<file path="config.mk">
export PLATFORM = sky130hd
export DESIGN_NAME = irq_prio_ctrl_flat
export DESIGN_NICKNAME = d
export VERILOG_FILES = /design/src/rtl/irq_pkg.sv /design/src/rtl/irq_prio_ctrl_if.sv /design/src/rtl/irq_sync_edge.sv /design/src/rtl/irq_prio_ctrl.sv /design/src/flat_wrapper.sv
export SDC_FILE = /design/constraint.sdc
export NUM_CORES = 1
export LEC_CHECK = 0
export CORE_ASPECT_RATIO = 1.25
export CORE_UTILIZATION = 40
export DETAILED_ROUTE_END_ITERATION = 12
export GPL_TIMING_DRIVEN = 0
export PLACE_DENSITY = 0.72
export SLEW_MARGIN = 20
export SYNTH_ARGS = -nofsm -noshare
export SYNTH_HDL_FRONTEND = slang
export SYNTH_HIERARCHICAL = 1
export SYNTH_SLANG_ARGS = --single-unit
</file>
<file path="constraint.sdc">
create_clock -name clk -period 1 [get_ports clk]
set_input_delay 0.2 -clock clk [delete_from_list [all_inputs] [get_ports clk]]
set_output_delay 0.2 -clock clk [all_outputs]
set_load 0.01 [all_outputs]
</file>
<file path="src/rtl/irq_pkg.sv">
// Shared definitions for the interrupt priority controller: FSM encoding,
// bus widths, default vector base and the board-level line assignments.
package irq_pkg;

  localparam int IRQ_VEC_W = 8;
  localparam int IPL_W     = 3;

  localparam logic [IRQ_VEC_W-1:0] VEC_BASE_DEFAULT = 8'h40;

  // Peripheral line indices into irq_in.
  localparam int IRQ_UART    = 0;
  localparam int IRQ_SYSTICK = 1;
  localparam int IRQ_ETH     = 2;

  typedef enum logic [1:0] {
    ST_IDLE = 2'd0,
    ST_REQ  = 2'd1,
    ST_HOLD = 2'd2
  } irq_state_e;

endpackage : irq_pkg

</file>
<file path="src/rtl/irq_prio_ctrl_if.sv">
// Vector handshake between the interrupt controller (master) and the CPU
// bus interface (slave) that consumes it during interrupt acknowledge.
interface irq_prio_ctrl_if;
  import irq_pkg::*;

  logic                 irq_req;
  logic [IRQ_VEC_W-1:0] irq_vec;
  logic [IPL_W-1:0]     irq_ipl;
  logic                 irq_ack;

  modport master (
    output irq_req,
    output irq_vec,
    output irq_ipl,
    input  irq_ack
  );

  modport slave (
    input  irq_req,
    input  irq_vec,
    input  irq_ipl,
    output irq_ack
  );

endinterface : irq_prio_ctrl_if

</file>
<file path="src/rtl/irq_sync_edge.sv">
// One interrupt line: multi-flop synchroniser, edge-detect delay flop and
// the pending register (level follows the line, edge latches until cleared).
module irq_sync_edge #(
  parameter int   SYNC_STAGES = 2,
  parameter logic EDGE        = 1'b0
) (
  input  logic clk,
  input  logic rst,
  input  logic din,
  input  logic clr,
  output logic pending
);

  logic [SYNC_STAGES-1:0] sync_q;
  logic                   dly_q;
  logic                   sync;
  logic                   rise;

  assign sync = sync_q[SYNC_STAGES-1];
  assign rise = sync & ~dly_q;

  // Synchronise the raw line, delay it one more cycle and update pending.
  // NOTE: sequential state uses non-blocking assignments so every flop
  // samples the pre-edge value of its neighbours, exactly like hardware.
  always_ff @(posedge clk or posedge rst) begin
    if (rst) begin
      sync_q  <= '0;
      dly_q   <= 1'b0;
      pending <= 1'b0;
    end else begin
      sync_q  <= {sync_q[SYNC_STAGES-2:0], din};
      dly_q   <= sync;
      // A new edge in the same cycle as the clear keeps the line pending.
      pending <= EDGE ? (rise | (pending & ~clr)) : sync;
    end
  end

endmodule : irq_sync_edge

</file>
<file path="src/rtl/irq_prio_ctrl.sv">
// Fixed-priority interrupt controller: synchronises N_IRQ lines, picks the
// highest pending index and presents its vector until the CPU acknowledges.
module irq_prio_ctrl
  import irq_pkg::*;
#(
  parameter int                   N_IRQ       = 7,
  parameter logic [IRQ_VEC_W-1:0] VEC_BASE    = VEC_BASE_DEFAULT,
  parameter logic [N_IRQ-1:0]     EDGE_MASK   = 7'b0000010,
  parameter int                   SYNC_STAGES = 2
) (
  input  logic                 clk,
  input  logic                 rst,
  input  logic [N_IRQ-1:0]     irq_in,
  irq_prio_ctrl_if.master      bus
);

  localparam int SEL_W = (N_IRQ > 1) ? $clog2(N_IRQ) : 1;

  // Only seven autovector levels exist, and the synchroniser must be 2..3.
  if (N_IRQ < 1 || N_IRQ > 7) begin : g_bad_n_irq
    $error("irq_prio_ctrl: N_IRQ must be in 1..7");
  end
  if (SYNC_STAGES < 2 || SYNC_STAGES > 3) begin : g_bad_sync
    $error("irq_prio_ctrl: SYNC_STAGES must be in 2..3");
  end

  logic [1:0]       rst_q;
  logic             rst_i;
  logic [N_IRQ-1:0] pending;
  logic [N_IRQ-1:0] clr;
  logic             any_pending;
  logic [SEL_W-1:0] winner;
  logic [SEL_W-1:0] sel_q;
  irq_state_e       state_q;

  // Reset bridge: assert immediately with rst, release two clocks later.
  // NOTE: assertion is asynchronous so outputs drop at once; release is
  // synchronous so no flop sees reset removal near its clock edge.
  always_ff @(posedge clk or posedge rst) begin
    if (rst) rst_q <= 2'b11;
    else     rst_q <= {rst_q[0], 1'b0};
  end

  assign rst_i = rst_q[1];

  for (genvar i = 0; i < N_IRQ; i++) begin : g_line
    irq_sync_edge #(
      .SYNC_STAGES (SYNC_STAGES),
      .EDGE        (EDGE_MASK[i])
    ) u_line (
      .clk     (clk),
      .rst     (rst_i),
      .din     (irq_in[i]),
      .clr     (clr[i]),
      .pending (pending[i])
    );
  end

  // Priority encoder: the highest pending index wins.
  // NOTE: every always_comb output gets a default before the loop so no
  // path leaves it unassigned and no latch is inferred.
  always_comb begin
    any_pending = |pending;
    winner      = '0;
    for (int i = 0; i < N_IRQ; i++) begin
      if (pending[i]) winner = SEL_W'(i);
    end
  end

  // Acknowledge clears the delivered line; level lines ignore it.
  assign clr = (state_q == ST_REQ && bus.irq_ack) ? (N_IRQ'(1) << sel_q) : '0;

  // Handshake FSM with registered outputs; no preemption while in REQ.
  always_ff @(posedge clk or posedge rst_i) begin
    if (rst_i) begin
      state_q     <= ST_IDLE;
      sel_q       <= '0;
      bus.irq_req <= 1'b0;
      bus.irq_vec <= '0;
      bus.irq_ipl <= '0;
    end else begin
      case (state_q)
        ST_IDLE: begin
          if (any_pending) begin
            sel_q       <= winner;
            bus.irq_req <= 1'b1;
            bus.irq_vec <= VEC_BASE + IRQ_VEC_W'(winner);
            bus.irq_ipl <= IPL_W'(winner) + IPL_W'(1);
            state_q     <= ST_REQ;
          end
        end
        ST_REQ: begin
          if (bus.irq_ack) begin
            bus.irq_req <= 1'b0;
            bus.irq_ipl <= '0;
            state_q     <= ST_HOLD;
          end
        end
        ST_HOLD: state_q <= ST_IDLE;
        default: state_q <= ST_IDLE;
      endcase
    end
  end

endmodule : irq_prio_ctrl

</file>
<file path="src/flat_wrapper.sv">
// flat-port wrapper written by rule: the top's interface ports become plain ports
module irq_prio_ctrl_flat import irq_pkg::*;
#(
  parameter int                   N_IRQ       = 7,
  parameter logic [IRQ_VEC_W-1:0] VEC_BASE    = VEC_BASE_DEFAULT,
  parameter logic [N_IRQ-1:0]     EDGE_MASK   = 7'b0000010,
  parameter int                   SYNC_STAGES = 2
)
  (clk, rst, irq_in, bus_irq_req, bus_irq_vec, bus_irq_ipl, bus_irq_ack);
  irq_prio_ctrl_if bus_i ();
  input  logic clk;
  input  logic rst;
  input  logic [N_IRQ-1:0] irq_in;
  output wire logic [$bits(bus_i.irq_req)-1:0] bus_irq_req;
  output wire logic [$bits(bus_i.irq_vec)-1:0] bus_irq_vec;
  output wire logic [$bits(bus_i.irq_ipl)-1:0] bus_irq_ipl;
  input wire logic [$bits(bus_i.irq_ack)-1:0] bus_irq_ack;
  assign bus_irq_req = bus_i.irq_req;
  assign bus_irq_vec = bus_i.irq_vec;
  assign bus_irq_ipl = bus_i.irq_ipl;
  assign bus_i.irq_ack = bus_irq_ack;
  irq_prio_ctrl #(.N_IRQ(N_IRQ), .VEC_BASE(VEC_BASE), .EDGE_MASK(EDGE_MASK), .SYNC_STAGES(SYNC_STAGES)) u_core (.clk(clk), .rst(rst), .irq_in(irq_in), .bus(bus_i));
endmodule
</file>
==> flow_metrics.py <==
metrics = {
    "run_status": {
        "status": "finished, violations left",
        "violations": "setup timing",
    },
    "drt": {
        "ant_nets": 0,
        "dr.pass1.iters": 3,
        "wire_per_inst_um": 11.6,
        "routed_wl_mm": 1.90,
        "drtIter0Drc": 6,
        "route.detailed.drc": 0,
        "avgViaCountPerCell": 4.29,
        "via_count": 703,
    },
    "die": {
        "num_rows": 21,
        "dieArea_um2": 3190,
        "fp.dieH_um": 62.9,
        "die_w_um": 50.7,
        "initial_utilization_pct": 42.9,
        "core_area_um2": 2760,
        "pin_count": 22,
    },
    "cts": {
        "ctsHoldBuffers": 0,
        "clk_pin_slew_worst_paths_ns": 0.10,
        "cts_root_buf": "clkbuf_4",
        "clock_path_buffers": 2,
        "cts_sinks": 34,
        "clk-insertion-delay-late_ns": 0.33,
        "tritoncts": "built",
        "htree_levels": 2,
        "numCtsBuffers": 5,
    },
    "power": {
        "p_clk_share_pct": 20.2,
        "powerDensity_nw_per_um2": 2300,
        "combPwrFrac_pct": 32.8,
        "p_leak_nw": 0.809,
        "p_switching_mw": 1.12,
        "power.internal_mw": 2.68,
        "peakVddDrop_v": 0.00122,
        "seqPwrFrac_pct": 47.0,
        "switching_share_pct": 29.4,
    },
    "sta": {
        "maxClockFrequency_mhz": 720,
        "finalHoldViolCount": 0,
        "slew_viol_final": 0,
        "finalCritPeriodShare_pct": 139,
        "rsz0062_at_grt": "yes",
        "setup_ws_ns": -0.389,
        "clock_skew_ns": 0.00900,
        "fin_setup_tns_ns": -3.43,
        "setup_viol": 18,
        "period_minus_slack_ns": 1.39,
        "whs_ns": 0.171,
    },
    "critical_path": {
        "cp_slowest_cell": "dfrtp_1",
        "path_class": "reg -> reg",
        "crit_chain": "buf_4, nor2_2, a311oi_4, buf_6, buf_6, or2_4",
        "crit_fanout": 6,
        "start_kind": "register",
        "required_ns": 1.22,
        "worstSetupEndpointType": "register",
        "cp.arrival_ns": 1.61,
        "timing.reg2reg.worst_path_depth": 6,
        "crit_top_cell": "buf_6",
        "slowest_delay_ns": 0.41,
    },
    "hold_path": {
        "hold_class": "reg -> async",
    },
    "run": {
        "cap_violations": 0,
    },
    "layout": {
        "fin_nets": 140,
        "syn_to_final_growth_pct": 39.1,
        "diodes": 0,
        "num-fill-cells": 227,
        "drive_gt1_share_pct": 45.4,
    },
    "global_routing": {
        "grt_pass1_wl_mm": 3.31,
        "grt_usage_pct": 15.1,
        "grt_pass1_vias": 750,
        "antenna_found_initial": 0,
        "grt_max_degree": 11,
        "grt_overflow": 0,
    },
    "place": {
        "dp_hpwl_mm": 1.17,
        "portBuffers": 17,
        "gp_congestion": 0.759,
    },
    "logic_synthesis": {
        "netlist_instances": 84,
        "syn_area_um2": 1180,
        "ys_warn_count": 6,
        "synth.avg_cell_area_um2": 14.1,
    },
}
sequential cells by signal, summed over array words and instances (netlist names):
signal and flops:
u_core/rst_q 2, u_core/sel_q 2, u_core/bus.irq_ipl 3, u_core/g_line.u_line/pending 7, u_core/g_line.u_line/dly_q 1, u_core/bus.irq_vec 2
u_core/state_q 2, u_core/g_line.u_line/sync_q 14, u_core/bus.irq_req 1
routing by layer:
metal	track usage [%]	wire, µm	up-vias
met4	11.5	50	0
met5	0	0	-
li1	-	-	345
met3	5.11	93	6
met2	24.0	992	19
met1	16.1	762	333
repair_timing:
action	4_1_cts	5_1_grt
endpoints found under the hold margin	0	0
pin swaps	4	3
endpoints found under the setup margin	18	18
setup buffers	11	8
gates resized for setup	38	15
worst max-delay path: cells and delay by family (launching register included):
| kind | cells | cell delay, ns |
|---|---|---|
| buf+inv | 3 | 0.41 |
| flops | 1 | 0.41 |
| simple gates | 2 | 0.36 |
| compound gates | 1 | 0.11 |
cell usage in the layout, fill, tap and decap left out, drive strengths merged:
master,instances
dfrtp,32
buf,29
inv,14
clkdlybuf4s50,9
clkbuf,7
nand2,5
conb,5
a21oi,3
mux2,3
o21ai,3
nor2,2
dfstp,2
nor3,2
o31ai,2
clkinv,1
a311oi,1
or2,1
nor2b,1
o21bai,1
nand3b,1
a211o,1
xnor2,1
nand2b,1
a21o,1
ha,1
o22ai,1
layout make-up:
| type | count | area, µm² | area share, % |
|---|---|---|---|
| well taps | 34 | 42.5 | 2.58 |
| multi-input cells | 36 | 332 | 20.1 |
| plain buffers | 4 | 30.0 | 1.82 |
| clock inverters | 1 | 5.00 | 0.304 |
| flip-flops and latches | 34 | 855 | 51.9 |
| repair buffers | 34 | 277 | 16.8 |
| clock buffers | 7 | 55.1 | 3.34 |
| inverters | 14 | 52.6 | 3.19 |
power groups by stage:
stage / clock (mW) / sequential (mW) / combinational, mW
4_1_cts: 0.804 / 1.76 / 0.984
5_1_grt: 0.881 / 1.81 / 1.35
6_report: 0.767 / 1.79 / 1.24
3_5_place_dp: 0 / 1.81 / 0.869
3_3_place_gp: 0 / 1.80 / 0.854
2_1_floorplan: 0 / 1.85 / 0.435
stage by stage:
step / instance area [µm²] / utilization, % / total power [mW] / worst slack (ns) / cells
floorplan: 1210 / - / 2.28 / -0.308 / 88
global placement: 1420 / 51.5 / 2.65 / -0.441 / 139
detailed placement: 1420 / 51.5 / 2.68 / -0.455 / 139
CTS: 1540 / 55.9 / 3.55 / -0.384 / 158
global route: 1650 / 59.7 / 4.04 / -0.467 / 164
finish: 1650 / 59.7 / 3.80 / -0.389 / 164
final timing paths:
check                                                start  slack, ns                                end
max in group asynchronous                  u_core/rst_q[1]       0.42                  u_core/state_q[1]
hold / removal                             u_core/rst_q[1]       0.17  u_core/g_line[0].u_line/sync_q[1]
hold reg to reg                            u_core/rst_q[1]       0.17  u_core/g_line[0].u_line/sync_q[1]
setup reg to reg           u_core/g_line[1].u_line/pending      -0.39              u_core/bus.irq_vec[6]
min in group clk                                 irq_in[3]       0.31  u_core/g_line[3].u_line/sync_q[0]
setup / recovery           u_core/g_line[1].u_line/pending      -0.39              u_core/bus.irq_vec[6]
No activity file was read; power rests on OpenSTA's default activity.
